==> src/rtl/ps2_pkg.sv <==
// Shared PS/2 definitions: transmitter state encoding, default timing constants, frame size.
package ps2_pkg;

  typedef enum logic [2:0] {
    ST_IDLE,
    ST_INHIBIT,
    ST_START,
    ST_SHIFT,
    ST_ACK,
    ST_WAIT_IDLE
  } ps2_tx_state_t;

  localparam int PS2_INHIBIT_CYCLES_DEF = 5000;
  localparam int PS2_TIMEOUT_CYCLES_DEF = 1_000_000;
  localparam int PS2_FRAME_BITS         = 11;

  // Counter width for a terminal count of n, never narrower than one bit.
  function automatic int cnt_width(input int n);
    return (n > 1) ? $clog2(n) : 1;
  endfunction

endpackage

==> src/rtl/ps2_line_sync.sv <==
// Two-flop synchronizer for one PS/2 line plus falling-edge detect on the synced value.
// Level is 2 cycles behind the pin; the fall strobe is a one-cycle pulse after that.
module ps2_line_sync (
  input  logic clk,
  input  logic rst,
  input  logic i_line,
  output logic o_level,
  output logic o_fall
);

  logic r_meta;
  logic r_sync;
  logic r_prev;

  always_ff @(posedge clk or posedge rst) begin
    if (rst) begin
      r_meta <= 1'b1;
      r_sync <= 1'b1;
      r_prev <= 1'b1;
    end else begin
      r_meta <= i_line;
      r_sync <= r_meta;
      r_prev <= r_sync;
    end
  end

  assign o_level = r_sync;
  assign o_fall  = r_prev & ~r_sync;

endmodule

==> src/rtl/ps2_tx.sv <==
// Host-to-device PS/2 byte transmitter driving open-drain lines via output enables.
// One byte per wen while idle (no queueing); done/err report the outcome; all outputs registered.
module ps2_tx
  import ps2_pkg::*;
#(
  parameter int INHIBIT_CYCLES = PS2_INHIBIT_CYCLES_DEF,
  parameter int TIMEOUT_CYCLES = PS2_TIMEOUT_CYCLES_DEF
) (
  input  logic       clk,
  input  logic       rst,
  input  logic       ps2_clk,
  input  logic       ps2_data,
  output logic       ps2_clk_oe,
  output logic       ps2_data_oe,
  input  logic       wen,
  input  logic [7:0] wdata,
  output logic       busy,
  output logic       done,
  output logic       err
);

  localparam int IW = cnt_width(INHIBIT_CYCLES);
  localparam int TW = cnt_width(TIMEOUT_CYCLES);
  localparam int EW = $clog2(PS2_FRAME_BITS);
  localparam int FW = PS2_FRAME_BITS - 1;
  localparam logic [IW-1:0] INH_LAST  = IW'(INHIBIT_CYCLES - 1);
  localparam logic [TW-1:0] TO_LAST   = TW'(TIMEOUT_CYCLES - 1);
  localparam logic [EW-1:0] EDGE_LAST = EW'(PS2_FRAME_BITS - 2);

  logic w_clk_lvl, w_clk_fall, w_data_lvl, w_unused_data_fall;

  ps2_line_sync u_clk_sync (
    .clk     (clk),
    .rst     (rst),
    .i_line  (ps2_clk),
    .o_level (w_clk_lvl),
    .o_fall  (w_clk_fall)
  );

  ps2_line_sync u_data_sync (
    .clk     (clk),
    .rst     (rst),
    .i_line  (ps2_data),
    .o_level (w_data_lvl),
    .o_fall  (w_unused_data_fall)
  );

  ps2_tx_state_t r_state, w_state_n;
  logic [FW-1:0] r_frame, w_frame_n;
  logic [EW-1:0] r_edge_cnt, w_edge_n;
  logic [IW-1:0] r_inh_cnt, w_inh_n;
  logic [TW-1:0] r_to_cnt, w_to_n;
  logic          r_clk_oe, r_data_oe, r_busy, r_done, r_err;
  logic          w_clk_oe_n, w_data_oe_n, w_busy_n, w_done_n, w_err_n;
  logic          w_timed, w_timeout;

  // Once the device owns the clock, every state is bounded by one shared timeout.
  assign w_timed   = (r_state == ST_SHIFT) || (r_state == ST_ACK) || (r_state == ST_WAIT_IDLE);
  assign w_timeout = w_timed && (r_to_cnt == TO_LAST);

  always_comb begin
    w_state_n   = r_state;
    w_frame_n   = r_frame;
    w_edge_n    = r_edge_cnt;
    w_inh_n     = r_inh_cnt;
    w_to_n      = r_to_cnt;
    w_clk_oe_n  = r_clk_oe;
    w_data_oe_n = r_data_oe;
    w_busy_n    = r_busy;
    w_done_n    = 1'b0;
    w_err_n     = r_err;
    if (w_timeout) begin
      w_clk_oe_n  = 1'b0;
      w_data_oe_n = 1'b0;
      w_err_n     = 1'b1;
      w_done_n    = 1'b1;
      w_busy_n    = 1'b0;
      w_state_n   = ST_IDLE;
    end else begin
      if (w_timed) w_to_n = r_to_cnt + 1'b1;
      unique case (r_state)
        ST_IDLE: begin
          w_clk_oe_n  = 1'b0;
          w_data_oe_n = 1'b0;
          w_busy_n    = 1'b0;
          if (wen) begin
            w_frame_n  = {1'b1, ~^wdata, wdata};
            w_err_n    = 1'b0;
            w_edge_n   = '0;
            w_inh_n    = '0;
            w_clk_oe_n = 1'b1;
            w_busy_n   = 1'b1;
            w_state_n  = ST_INHIBIT;
          end
        end
        ST_INHIBIT: begin
          if (r_inh_cnt == INH_LAST) begin
            w_data_oe_n = 1'b1;
            w_state_n   = ST_START;
          end else begin
            w_inh_n = r_inh_cnt + 1'b1;
          end
        end
        ST_START: begin
          w_clk_oe_n = 1'b0;
          w_to_n     = '0;
          w_state_n  = ST_SHIFT;
        end
        ST_SHIFT: begin
          // Frame shifts out LSB first; the stop bit (1) ends up releasing the line.
          if (w_clk_fall) begin
            w_data_oe_n = ~r_frame[0];
            w_frame_n   = {1'b0, r_frame[FW-1:1]};
            w_edge_n    = r_edge_cnt + 1'b1;
            if (r_edge_cnt == EDGE_LAST) w_state_n = ST_ACK;
          end
        end
        ST_ACK: begin
          if (w_clk_fall) begin
            w_err_n   = w_data_lvl;
            w_state_n = ST_WAIT_IDLE;
          end
        end
        ST_WAIT_IDLE: begin
          if (w_clk_lvl && w_data_lvl) begin
            w_done_n  = 1'b1;
            w_busy_n  = 1'b0;
            w_state_n = ST_IDLE;
          end
        end
        default: begin
          w_clk_oe_n  = 1'b0;
          w_data_oe_n = 1'b0;
          w_busy_n    = 1'b0;
          w_state_n   = ST_IDLE;
        end
      endcase
    end
  end

  always_ff @(posedge clk or posedge rst) begin
    if (rst) begin
      r_state    <= ST_IDLE;
      r_frame    <= '0;
      r_edge_cnt <= '0;
      r_inh_cnt  <= '0;
      r_to_cnt   <= '0;
      r_clk_oe   <= 1'b0;
      r_data_oe  <= 1'b0;
      r_busy     <= 1'b0;
      r_done     <= 1'b0;
      r_err      <= 1'b0;
    end else begin
      r_state    <= w_state_n;
      r_frame    <= w_frame_n;
      r_edge_cnt <= w_edge_n;
      r_inh_cnt  <= w_inh_n;
      r_to_cnt   <= w_to_n;
      r_clk_oe   <= w_clk_oe_n;
      r_data_oe  <= w_data_oe_n;
      r_busy     <= w_busy_n;
      r_done     <= w_done_n;
      r_err      <= w_err_n;
    end
  end

  assign ps2_clk_oe  = r_clk_oe;
  assign ps2_data_oe = r_data_oe;
  assign busy        = r_busy;
  assign done        = r_done;
  assign err         = r_err;

endmodule

==> config.mk <==
export PLATFORM = sky130hd
export DESIGN_NAME = ps2_tx
export DESIGN_NICKNAME = d
export VERILOG_FILES = /design/src/rtl/ps2_pkg.sv /design/src/rtl/ps2_line_sync.sv /design/src/rtl/ps2_tx.sv
export SDC_FILE = /design/constraint.sdc
export NUM_CORES = 1
export LEC_CHECK = 0
export CELL_PAD_IN_SITES_DETAIL_PLACEMENT = 1
export CELL_PAD_IN_SITES_GLOBAL_PLACEMENT = 1
export CORE_AREA = 5 5 64 123
export CTS_CLUSTER_DIAMETER = 150
export CTS_CLUSTER_SIZE = 8
export DETAILED_ROUTE_END_ITERATION = 7
export DIE_AREA = 0 0 69 128
export MAX_ROUTING_LAYER = met4
export PLACE_DENSITY = 0.82
export SYNTH_ARGS = -nofsm -noshare
export SYNTH_HDL_FRONTEND = slang
export SYNTH_HIERARCHICAL = 1
export SYNTH_SLANG_ARGS = --single-unit
==> constraint.sdc <==
create_clock -name clk -period 6.3 [get_ports clk]
set_input_delay 1.575 -clock clk [delete_from_list [all_inputs] [get_ports clk]]
set_output_delay 1.575 -clock clk [all_outputs]
set_load 0.03 [all_outputs]
Word level (Yosys, flattened, before mapping). Cells that the tools add are included.

Register bits: 60. Logic and storage cells: 98. Bits of input ports: 13. Output and inout port bits: 5.

Equal/unequal tests: 20. Reduce and logical (&&, ||, !) cells: 20. Add/subtract/negate cells: 3. Bitwise operators: 4. Multiplexer cells: 36.

Operator list (number): 20-bit 2-to-1 mux (2); 13-bit 2-to-1 mux (2); 13-bit case mux with 2 select lines (1); 3-bit 2-to-1 mux (7); 20-bit by 1-bit adder with 20-bit output, second input constant (1); 20-bit == test, second input constant (1); 10-bit 2-to-1 mux (2); 10-bit case mux with 2 select lines (1); 3-bit case mux with 6 select lines (1); 13-bit by 1-bit adder with 13-bit output, second input constant (1); 13-bit == test, second input constant (1); 1-bit 2-to-1 mux (13); 3-bit by 2-bit inequality test with 1-bit output, second input constant (4); 4-bit 2-to-1 mux (2); 2-bit by 1-bit inequality test with 1-bit output, second input constant (4); 4-bit case mux with 2 select lines (1); 4-bit AND reduction (2); 4-bit OR reduction (2); 8-bit XNOR reduction (1); 3-bit by 2-bit == test with 1-bit output, second input constant (2); 3-bit == test, second input constant (2); 3-bit inequality test, second input constant (2); 1-bit case mux with 3 select lines (2); 3-bit AND reduction (2); 15 further kinds (24).

Logic depth before layout (Yosys ltp).
Depth in word-level cells: 6. Mapped depth: 8.

Hierarchy. The synthesis kept the hierarchy.

Modules (own cells, without submodules): ps2_tx (times used 1, cells an instance 344, area each 3108.0 µm²); ps2_line_sync (times used 2, cells an instance 5, area each 96.3 µm²).

Least setup slack after synthesis. Ideal clock, no wire load.

Kind: input port to flip-flop. Start point: input port wen. End point: register r_edge_cnt[3]. Slack: 3611 ps. Library setup time: 78 ps. Data arrival time: 2612 ps. Stages: 5. Buffers on the path: 0. Path through: or3b_1 > a21oi_1 > o21ai_2 > or3_1 > a21oi_1.

Longest elaborated chain between the ends: 2.

Ends and longest elaborated chain: start: declaration (line ps2_tx.sv:15) `input logic wen,`; 2-bit inequality test (no source line); 4-bit AND reduction (no source line); end signal: assignment (line ps2_tx.sv:156) `r_edge_cnt <= w_edge_n;`; end: declaration (line ps2_tx.sv:50) `logic [EW-1:0] r_edge_cnt, w_edge_n;`.

No other way between the ends. A chain may end at the register's enable or synchronous reset.

Worst setup path after layout.
Start point: input port wen. End point: register r_edge_cnt[2].

The elaborated chain is that of the path after synthesis.

==> metrics.txt <==
Rel. slew slack 27.1%; vias in the first global route 2921; TritonCTS Buffers 9; Final Net Count 382; P&R area growth vs syn 17.5%; 1st-iter DRT viols just over 90; max-cap violations 0; diode count 0; Worst-Skew Late Latency 0.34 ns; hold endpoint u_data_sync/o_level; R2R Path End r_to_cnt[6]; FF/Latch Area 1510 um^2; layout cells sized above 1 8.38%; Resized cells post-CTS 0; final WL 8380 um; post-place setup slack between 2 and 3 ns; final worst slack 2.99 ns; setup tns final 0 ns; largest net degree at the start of global routing 32; Die H 128 um; RR Startpoint r_state[0]; Cell Rows 43; worst reg2reg setup slack 3.62 ns; synth warn 6; first-pass GRT wire length between 10000 and 15000 um; Initial Util 47.3%; PD cells 353 nW/um^2; final setup violating endpoints 0; fill count about 810; RSZ-0062 raised after global routing no; leakage power 1.61 nW; antenna viol nets, final 0; outcome completed; hpwl dp 5910 um; area of the multi-input gates roughly 1600 um^2; port bufs 17; Worst-Margin Slew ~1.1 ns; GR Overflow Total 0; clock sinks 60; first drt pass iteration count 4; Post-CTS Hold Buffers 0; WS Path Type input pin to flop; die area 8830 um^2; initial antenna violation count 0; IO Count 18; GRT Total Usage a little over a fifth; drt via density 5.88; CTS tree done; worst r2r path cells 5; DIE WIDTH 69 um; CP Data Arrival Time approximately 3.6 ns; WHS Path Cells 0; setup skew after layout 0.0105 ns; Crit Path Max Fanout 24; fmax 302 MHz; core box area 6890 um^2; DRC 0; drt wl/cell 18.2 um; Synthesized Nets approximately 370; required time of the critical path between 6 and 7 ns; Hold/Removal Path Class flop to flop; crit path capture type flop; Syn Std Cell Area 3260 um^2; H-tree depth 3; Syn Inst Count 352; crit start category input pin; final-report max-slew violation count 0; worst-case clock buffer depth 2; fin crit share 52.6%; Final Hold Vio Count 0; Syn Area/Cell around 9.3 um^2; Post-CTS Setup Bufs 0; Root Driver clkbuf_16; Max VDD drop 0.000297 V; Vias 2706; GP Congestion 0.848; Hold Path Origin u_data_sync/r_meta; clk slew on worst S/H paths 0.05 ns; Tmin final 3.31 ns
==> final cells by class <==
class                           count  share of cell area, %
Clock buffer                       12                   6.70
Clock inverter                      4                   2.48
Multi-Input combinational cell    266                   42.8
Sequential cell                    60                   39.4
Inverter                            9                  0.882
Tap cell                           90                   2.94
Timing Repair Buffer               19                   4.84
==> worst max-delay path, cell delays in order <==
cell and delay (ns):
clkdlybuf4s50_1 0.59, or3b_1 0.42, a21oi_1 0.17, o21ai_2 0.25, or3_1 0.39, a21oi_1 0.16
==> layout by cell type, fill, tap and decap left out, drive strengths merged, types with 4 or more instances in the layout <==
master / n
nand3: 25
or3: 4
o211ai: 4
nor3: 11
nor2b: 4
a21oi: 10
nand4: 9
nand2: 37
xnor2: 19
a31oi: 5
o21ai: 25
nor2: 36
inv: 9
dfstp: 5
dfrtp: 55
clkdlybuf4s50: 17
ha: 4
nor4: 6
mux2i: 11
xor2: 12
nand2b: 4
nor4b: 5
clkbuf: 12
==> routing by layer <==
metal,up-vias,part of all wire [%],track usage (%)
met5,-,0,-
met4,0,2.8,10.5
met3,19,2.3,4.63
met2,39,57,39.2
met1,1371,37,20.0
li1,1277,-,-
==> sequential cells by signal, summed over array words and instances, names as in the netlist <==
register and cells:
u_clk_sync/r_prev 1, done 1, r_frame 10, r_state 3, r_edge_cnt 4, busy 1, u_clk_sync/r_meta 1, u_clk_sync/o_level 1
u_data_sync/r_meta 1, u_data_sync/o_level 1, err 1, ps2_data_oe 1, ps2_clk_oe 1, r_inh_cnt 13, r_to_cnt 20
==> power by group <==
part	switching (mW)	internal [mW]	leakage [nW]	total, mW
clock	0.171	0.407	0.173	0.578
sequential	0.0867	0.475	0.771	0.562
combinational	0.116	0.0963	0.671	0.212
==> how the worst max path moves through the flow <==
stage / start / end / slack (ns) / cells past startpoint
6_report: wen / r_edge_cnt[2] / 2.99 / 6
3_5_place_dp: wen / r_edge_cnt[2] / 2.66 / 6
4_1_cts: wen / r_edge_cnt[2] / 2.98 / 6
2_1_floorplan: rst / busy / 3.38 / 1
5_1_grt: wen / r_edge_cnt[2] / 2.88 / 6
3_3_place_gp: wen / r_edge_cnt[3] / 2.76 / 6
==> stage by stage <==
stage	power, mW	hold slack, ns	std cells	utilization, %	instance area (um^2)
floorplan	0.689	0.345	352	-	3260
global placement	0.757	0.348	444	50.5	3480
detailed placement	0.776	0.351	444	50.5	3480
CTS	1.36	0.358	460	55.6	3830
global route	1.42	0.359	460	55.6	3830
finish	1.35	0.357	460	55.6	3830
No activity file was read; power rests on OpenSTA's default activity.
